**config.mk**
```make
export PLATFORM = sky130hd
export DESIGN_NAME = io_in_reader_flat
export DESIGN_NICKNAME = d
export VERILOG_FILES = /design/src/rtl/io_in_reader_pkg.sv /design/src/rtl/io_in_reader_if.sv /design/src/rtl/io_in_reader_soc_eoc.sv /design/src/rtl/io_in_reader.sv /design/src/flat_wrapper.sv
export SDC_FILE = /design/constraint.sdc
export NUM_CORES = 1
export LEC_CHECK = 0
export ABC_AREA = 1
export CAP_MARGIN = 5
export CELL_PAD_IN_SITES_DETAIL_PLACEMENT = 1
export CELL_PAD_IN_SITES_GLOBAL_PLACEMENT = 1
export CORE_MARGIN = 3
export CORE_UTILIZATION = 31
export CTS_BUF_LIST = sky130_fd_sc_hd__clkbuf_16
export DETAILED_ROUTE_END_ITERATION = 6
export PLACE_DENSITY = 0.79
export SLEW_MARGIN = 40
export SYNTH_ARGS = -nofsm -noshare
export SYNTH_HDL_FRONTEND = slang
export SYNTH_SLANG_ARGS = --single-unit
```
**constraint.sdc**
```tcl
create_clock -name clock -period 2.2 [get_ports clock]
set_input_delay 0.44 -clock clock [delete_from_list [all_inputs] [get_ports clock]]
set_output_delay 0.44 -clock clock [all_outputs]
set_load 0.02 [all_outputs]
```
**src/rtl/io_in_reader_pkg.sv**
```systemverilog
// io_in_reader_pkg: port addresses, FI flag position and FSM state codes shared by io_in_reader.
package io_in_reader_pkg;
    localparam logic [15:0] RSR_ADDR = 16'h0ABC;
    localparam logic [15:0] RBR_ADDR = 16'h0ABD;
    localparam int unsigned FI_BIT   = 5;

    typedef logic [3:0] state_t;

    localparam state_t POLL_SET  = 4'd0;
    localparam state_t POLL_RD   = 4'd1;
    localparam state_t POLL_END  = 4'd2;
    localparam state_t POLL_CHK  = 4'd3;
    localparam state_t BUF_RD    = 4'd4;
    localparam state_t BUF_END   = 4'd5;
    localparam state_t SOC_UP    = 4'd6;
    localparam state_t WAIT_EOC0 = 4'd7;
    localparam state_t WAIT_EOC1 = 4'd8;
endpackage

```
**src/rtl/io_in_reader_if.sv**
```systemverilog
// io_in_reader_if: I/O read bus plus soc/eoc/ok consumer handshake seen by io_in_reader.
interface io_in_reader_if;
    logic [15:0] addr;
    logic [7:0]  data;
    logic        ior_;
    logic        iow_;
    logic [7:0]  x;
    logic        soc;
    logic        eoc;
    logic        ok;
    logic [7:0]  count;

    modport master (output addr, ior_, iow_, x, soc, count, input data, eoc, ok);
    modport slave  (input addr, ior_, iow_, x, soc, count, output data, eoc, ok);
endinterface

```
**src/rtl/io_in_reader_soc_eoc.sv**
```systemverilog
// io_in_reader_soc_eoc_master: soc/eoc handshake with the consumer and ok-byte counter.
// IO_IN_READER_COUNT_EN enables the counter; otherwise count_o is tied to 8'h00.
module io_in_reader_soc_eoc_master
    import io_in_reader_pkg::*;
(
    input  logic       clock,
    input  logic       reset_,
    input  logic       start_i,
    input  logic       eoc_i,
`ifdef IO_IN_READER_COUNT_EN
    input  logic       ok_i,
`endif
    output logic       soc_o,
    output logic       done_o,
    output logic [7:0] count_o
);
    // POLL_SET doubles as the idle code: no handshake in flight
    state_t state_q, state_d;
    logic   soc_q, soc_d;
    logic   rise, fall;

    assign rise   = state_q == SOC_UP && eoc_i;
    assign fall   = state_q == WAIT_EOC0 && !eoc_i;
    assign done_o = state_q == WAIT_EOC1 && eoc_i;
    assign soc_o  = soc_q;

    always_comb begin
        state_d = start_i ? SOC_UP : rise ? WAIT_EOC0 : fall ? WAIT_EOC1 : done_o ? POLL_SET : state_q;
        soc_d   = rise | (soc_q & ~fall);
    end

    always_ff @(posedge clock or negedge reset_) begin
        if (!reset_) begin
            state_q <= POLL_SET;
            soc_q   <= 1'b0;
        end else begin
            state_q <= state_d;
            soc_q   <= soc_d;
        end
    end

`ifdef IO_IN_READER_COUNT_EN
    logic       okr_q;
    logic [7:0] count_q;

    always_ff @(posedge clock or negedge reset_) begin
        if (!reset_) begin
            okr_q   <= 1'b0;
            count_q <= 8'h00;
        end else begin
            okr_q   <= fall ? ok_i : okr_q;
            count_q <= done_o && okr_q ? count_q + 8'd1 : count_q;
        end
    end

    assign count_o = count_q;
`else
    assign count_o = 8'h00;
`endif
endmodule

```
**src/rtl/io_in_reader.sv**
```systemverilog
// io_in_reader: polls RSR for FI, reads RBR and forwards each byte to the soc/eoc consumer.
// IO_IN_READER_COUNT_EN enables the ok-byte counter on count; without it count reads 8'h00.
module io_in_reader
    import io_in_reader_pkg::*;
(
    input logic            clock,
    input logic            reset_,
    io_in_reader_if.master io
);
    state_t      state_q, state_d;
    logic [15:0] addr_q, addr_d;
    logic        ior_q, ior_d;
    logic        fi_q, fi_d;
    logic [7:0]  x_q, x_d;
    logic        done;

    // addr only moves in POLL_SET/POLL_CHK, keeping a full idle clock around every strobe
    always_comb begin
        state_d = state_q;
        addr_d  = addr_q;
        ior_d   = ior_q;
        fi_d    = fi_q;
        x_d     = x_q;
        case (state_q)
            POLL_SET: begin
                addr_d  = RSR_ADDR;
                state_d = POLL_RD;
            end
            POLL_RD, BUF_RD: begin
                ior_d   = 1'b0;
                state_d = state_q == POLL_RD ? POLL_END : BUF_END;
            end
            POLL_END: begin
                ior_d   = 1'b1;
                fi_d    = io.data[FI_BIT];
                state_d = POLL_CHK;
            end
            POLL_CHK: begin
                addr_d  = fi_q ? RBR_ADDR : addr_q;
                state_d = fi_q ? BUF_RD : POLL_RD;
            end
            BUF_END: begin
                ior_d   = 1'b1;
                x_d     = io.data;
                state_d = SOC_UP;
            end
            SOC_UP:  state_d = done ? POLL_SET : SOC_UP;
            default: state_d = POLL_SET;
        endcase
    end

    always_ff @(posedge clock or negedge reset_) begin
        if (!reset_) begin
            state_q <= POLL_SET;
            addr_q  <= 16'h0000;
            ior_q   <= 1'b1;
            fi_q    <= 1'b0;
            x_q     <= 8'h00;
        end else begin
            state_q <= state_d;
            addr_q  <= addr_d;
            ior_q   <= ior_d;
            fi_q    <= fi_d;
            x_q     <= x_d;
        end
    end

    assign io.addr = addr_q;
    assign io.ior_ = ior_q;
    assign io.iow_ = 1'b1;
    assign io.x    = x_q;

    io_in_reader_soc_eoc_master u_hs (
        .clock   (clock),
        .reset_  (reset_),
        .start_i (state_q == BUF_END),
        .eoc_i   (io.eoc),
`ifdef IO_IN_READER_COUNT_EN
        .ok_i    (io.ok),
`endif
        .soc_o   (io.soc),
        .done_o  (done),
        .count_o (io.count)
    );
endmodule

```
**src/flat_wrapper.sv**
```systemverilog
// flat-port wrapper written by rule: the top's interface ports become plain ports
module io_in_reader_flat import io_in_reader_pkg::*;
  (clock, reset_, io_addr, io_ior_, io_iow_, io_x, io_soc, io_count, io_data, io_eoc, io_ok);
  io_in_reader_if io_i ();
  input logic clock;
  input logic reset_;
  output wire logic [$bits(io_i.addr)-1:0] io_addr;
  output wire logic [$bits(io_i.ior_)-1:0] io_ior_;
  output wire logic [$bits(io_i.iow_)-1:0] io_iow_;
  output wire logic [$bits(io_i.x)-1:0] io_x;
  output wire logic [$bits(io_i.soc)-1:0] io_soc;
  output wire logic [$bits(io_i.count)-1:0] io_count;
  input wire logic [$bits(io_i.data)-1:0] io_data;
  input wire logic [$bits(io_i.eoc)-1:0] io_eoc;
  input wire logic [$bits(io_i.ok)-1:0] io_ok;
  assign io_addr = io_i.addr;
  assign io_ior_ = io_i.ior_;
  assign io_iow_ = io_i.iow_;
  assign io_x = io_i.x;
  assign io_soc = io_i.soc;
  assign io_count = io_i.count;
  assign io_i.data = io_data;
  assign io_i.eoc = io_eoc;
  assign io_i.ok = io_ok;
  io_in_reader u_core (.clock(clock), .reset_(reset_), .io(io_i));
endmodule
```
# After elaboration in Yosys (flattened, before gate mapping)
# Cells that the tools add are included.
[classes] eq_ne=10 mux=11 n_bitwise=3 n_reduce_logical=11
[ops] operator="16-bit one-hot mux with 2 select lines" n=1
[ops] operator="4-bit one-hot mux with 6 select lines" n=1
[ops] operator="4-bit by 3-bit equality test with 1-bit output, second input constant" n=5
[ops] operator="16-bit 2-to-1 mux" n=1
[ops] operator="4-bit 2-to-1 mux" n=4
[ops] operator="3-bit 2-to-1 mux" n=3
[ops] operator="4-bit by 2-bit equality test with 1-bit output, second input constant" n=2
[ops] operator="4-bit by 1-bit equality test with 1-bit output, second input constant" n=1
[ops] operator="4-bit equality test, second input constant" n=1
[ops] operator="4-bit zero test" n=1
[ops] operator="2-bit nonzero test" n=2
[ops] operator="4-bit nonzero test" n=1
[ops] operator="2-bit OR reduction" n=2
[ops] operator="1-bit logical AND" n=3
[ops] operator="2-bit by 1-bit inequality test with 1-bit output, second input constant" n=1
[ops] operator="1-bit one-hot mux with 2 select lines" n=1
[ops] operator="2-bit AND reduction" n=1
[ops] operator="1-bit bitwise AND" n=1
[ops] operator="1-bit zero test" n=1
[ops] operator="1-bit inverter" n=1
[ops] operator="1-bit bitwise OR" n=1
[word_totals] ff_bits=35 inputBits=12 output_inout_bits=35 elab_cells=42

# Longest topological paths before layout
[logic_depth] depth_word=6 mapped_depth=7 depth_no_buf=6

# Modules after synthesis
# Synthesis repeated with hierarchy kept, for this count alone.
[hier_totals] cells_unflattened=124 area_unflattened_um2=1011.0
[modules_own_cells] module="io_in_reader" instances=1 cells_per_inst=87 area_each_um2=742.0 seq_area_each_um2=376.6
[modules_own_cells] module="io_in_reader_soc_eoc_master" instances=1 cells_per_inst=37 area_each_um2=269.0 seq_area_each_um2=100.1

# Least setup slack after synthesis
# Ideal clock, no wire load.
[synth_path] path_kind="reg-to-output" startpoint="reg u_core.io.addr[9] (netlist name)" endpoint="out io_addr[11]" arrival_ns=0.721 required_ns=1.760 slack_ns=1.039 path_stages_with_launch=2 path_buffers=1 path_cell_list="dfrtp_1 -> buf_4"
[synth_rtl] item="end, declared" line="flat_wrapper.sv:7" rtl="output wire logic [$bits(io_i.addr)-1:0] io_addr;"

# Final worst setup path
[layout_path] startpoint="reg u_core.ior_q (netlist: u_core.io.ior_)" endpoint="out io_ior_"
[layout_rtl] item="start, declared" line="io_in_reader.sv:12" rtl="logic ior_q, ior_d;"
[layout_rtl] item="start signal, assigned" line="io_in_reader.sv:62" rtl="ior_q <= ior_d;"
[layout_rtl] item="end, declared" line="flat_wrapper.sv:8" rtl="output wire logic [$bits(io_i.ior_)-1:0] io_ior_;"
# No word-level cell between the ends.

==> run metrics <==
Initial DRT Pass Iterations=2; clock buffer depth=2; Crit. End Element=primary output; Netlist Area Pre-Place=1040 um^2; IO Pins=47; Worst-Margin Slew=557.0 ps; Finished Cell Area=1334 um^2; PortBufs=28; first-pass GRT wire length=4050 um; Post-DP Area=1255 um^2; Tcrit/Tclk final=83.51%; Num CTS Buffers=3; core area=3128 um^2; starting density of the core=33.24%; largest net degree at the start of global routing=13; Crit path max-delay family=buffers and inverters; Final Setup Violations=0; setup TNS=0 ps; post-CTS setup buffer count=0; Leak=0.6742 nW; clock sink count=19; CTS tree=built; H-tree depth=1; post_cts resized=0; fmax=544.3 MHz; GR Util All Layers=12.59%; Critical Path AT=1400 ps; Clock Skews=4.047 ps; Pwr Density=1401 nW/um^2; flops & latches, synth=19; hold_buf cts=0; CP peak stage delay=610 ps; post-route ant nets=0; Final min period=1837 ps; Max IR drop VDD=618.2 uV; CTS root buf=clkbuf_16; clock latency at the later pin of the worst-skew pair=250 ps; antenna violations before repair=0; RSZ-0062 raised after global routing=no; nets=159; Reg area=476.7 um^2; beginning of the worst hold path=u_core.u_hs.soc_o$_DFF_PN0_; drt via density=4.147; WL final=2330 um; critical path launch point=u_core.io.ior_$_DFFE_PN1P_; final core occ=42.64%; Clock transition at path regs=50 ps; CP startpoint kind=flop; die area=4085 um^2; Avg Synthesized Cell Area=8.523 um^2; Horiz. Die Dim=63.92 um; Die Ht=63.92 um; RD Place Congestion=0.7670; FF-to-FF path depth=6; layout cells sized above 1=17.81%; Hold WC Path Type=flop to flop; Cells after Synth=122; register area share after synthesis=45.85%; drt wl/cell=12.26 um; Crit Reg-Reg Startpoint=u_core.state_q[1]$_DFF_PN0_; n_diodes=0; Slew Viols, Final=0; slowest stage cell, crit path=clkdlybuf4s50_1; violation count after the first detailed-route iteration=8; Area growth, synth to finish=28.28%; Crit Path Category=flop to primary output; worst-path cell chain=clkdlybuf4s50_1; vias in the first global route=866; reg-to-reg critical path endpoint=u_core.io.x[5]$_DFFE_PN0P_; Buf/Inv on CP=1; final hold violations=0; relative slew slack=62.75%; reg2reg setup slack=1030 ps; Max Cap Viol=0; area occupied by multi-input gates=395.4 um^2; Synth Warn #=0; grt ovf=0; drt drc=0; vias=788; fill count=386; outcome=finished clean; Rows=20; Critical Path End=io_ior_; placed wire-length estimate=1811 um; Worst path depth=1; Yosys cell types=16; commonest non-fill, non-tap cell in the layout=nand2_1; Critical Path RT=1760 ps; commonest non-fill, non-tap cells in the layout=nand2_1 (30), clkdlybuf4s50_1 (28), dfrtp_1 (18); worst-path fanout max=2
## stage by stage
| step | cells | total power [W] | setup slack (ps) | hold WS (ps) |
|---|---|---|---|---|
| CTS | 190 | 0.001898 | 354.0 | 475.3 |
| detailed placement | 186 | 0.001507 | 646.2 | 463.8 |
| floorplan | 137 | 0.001186 | 1039 | 144.4 |
| global route | 190 | 0.002016 | 329.8 | 508.4 |
| global placement | 186 | 0.001446 | 643.2 | 458.3 |
| finish | 190 | 0.001868 | 362.9 | 470.3 |
## worst min-delay path by stage
stage	to	slack, ps	cells past startpoint
after floorplan	u_core.fi_q$_DFFE_PN0P_	140	0
after global placement	u_core.u_hs.soc_o$_DFF_PN0_	460	2
after detailed placement	u_core.u_hs.soc_o$_DFF_PN0_	460	2
after CTS	u_core.u_hs.soc_o$_DFF_PN0_	480	2
after global routing	u_core.u_hs.soc_o$_DFF_PN0_	510	2
final	u_core.u_hs.soc_o$_DFF_PN0_	470	2
## cells by family after synthesis
| group | synth area share, % |
|---|---|
| other | 0.7223 |
| DFF | 45.85 |
| buffers and inverters | 21.54 |
| and+or+nand+nor | 28.04 |
| AOI/OAI and AO/OA | 3.851 |
## synth_stat cells, drive strengths merged
cell	instances	area share, %
nand2	45	20
nand3	5	3.4
conb	2	0.72
dfrtp	18	43
nor2	9	4.8
inv	10	3.9
o21ai	6	2.9
a21oi	2	0.96
dfstp	1	2.5
buf	24	18
## sequential cells by signal, indices dropped and copies added, names as in the netlist
name / flops
u_core.u_hs.soc_o: 1
u_core.fi_q: 1
u_core.u_hs.state_q: 3
u_core.io.x: 8
u_core.io.ior_: 1
u_core.io.addr: 2
u_core.state_q: 3
## area by class of cell
cell class              count  share of cell area (%)
flip-flops and latches     19                   35.74
repair buffers             29                   21.58
multi-input cells          84                   29.64
inverters                  10                   3.002
well taps                  44                   4.128
clock buffers               3                   5.629
clock inverters             1                  0.2814
## power by group
part           total (W)  switching [W]  internal [W]
registers       0.000655       0.000132      0.000523
clock network   0.000366       0.000124      0.000242
logic           0.000848       0.000504      0.000344
## worst min-delay path, cell delays in order (launching register included)
cell	delay, ps
dfrtp_1	340
nand2_1	50
nand2_1	50
## routing by layer
metal | up-vias | global-route usage, % | share of wire [%]
li1 | 374 | - | -
met1 | 380 | 14.14 | 40
met2 | 31 | 22.97 | 53
met3 | 3 | 2.636 | 6.0
met4 | 0 | 4.852 | 1.2
met5 | - | 0 | 0
No activity file was read; power rests on OpenSTA's default activity.
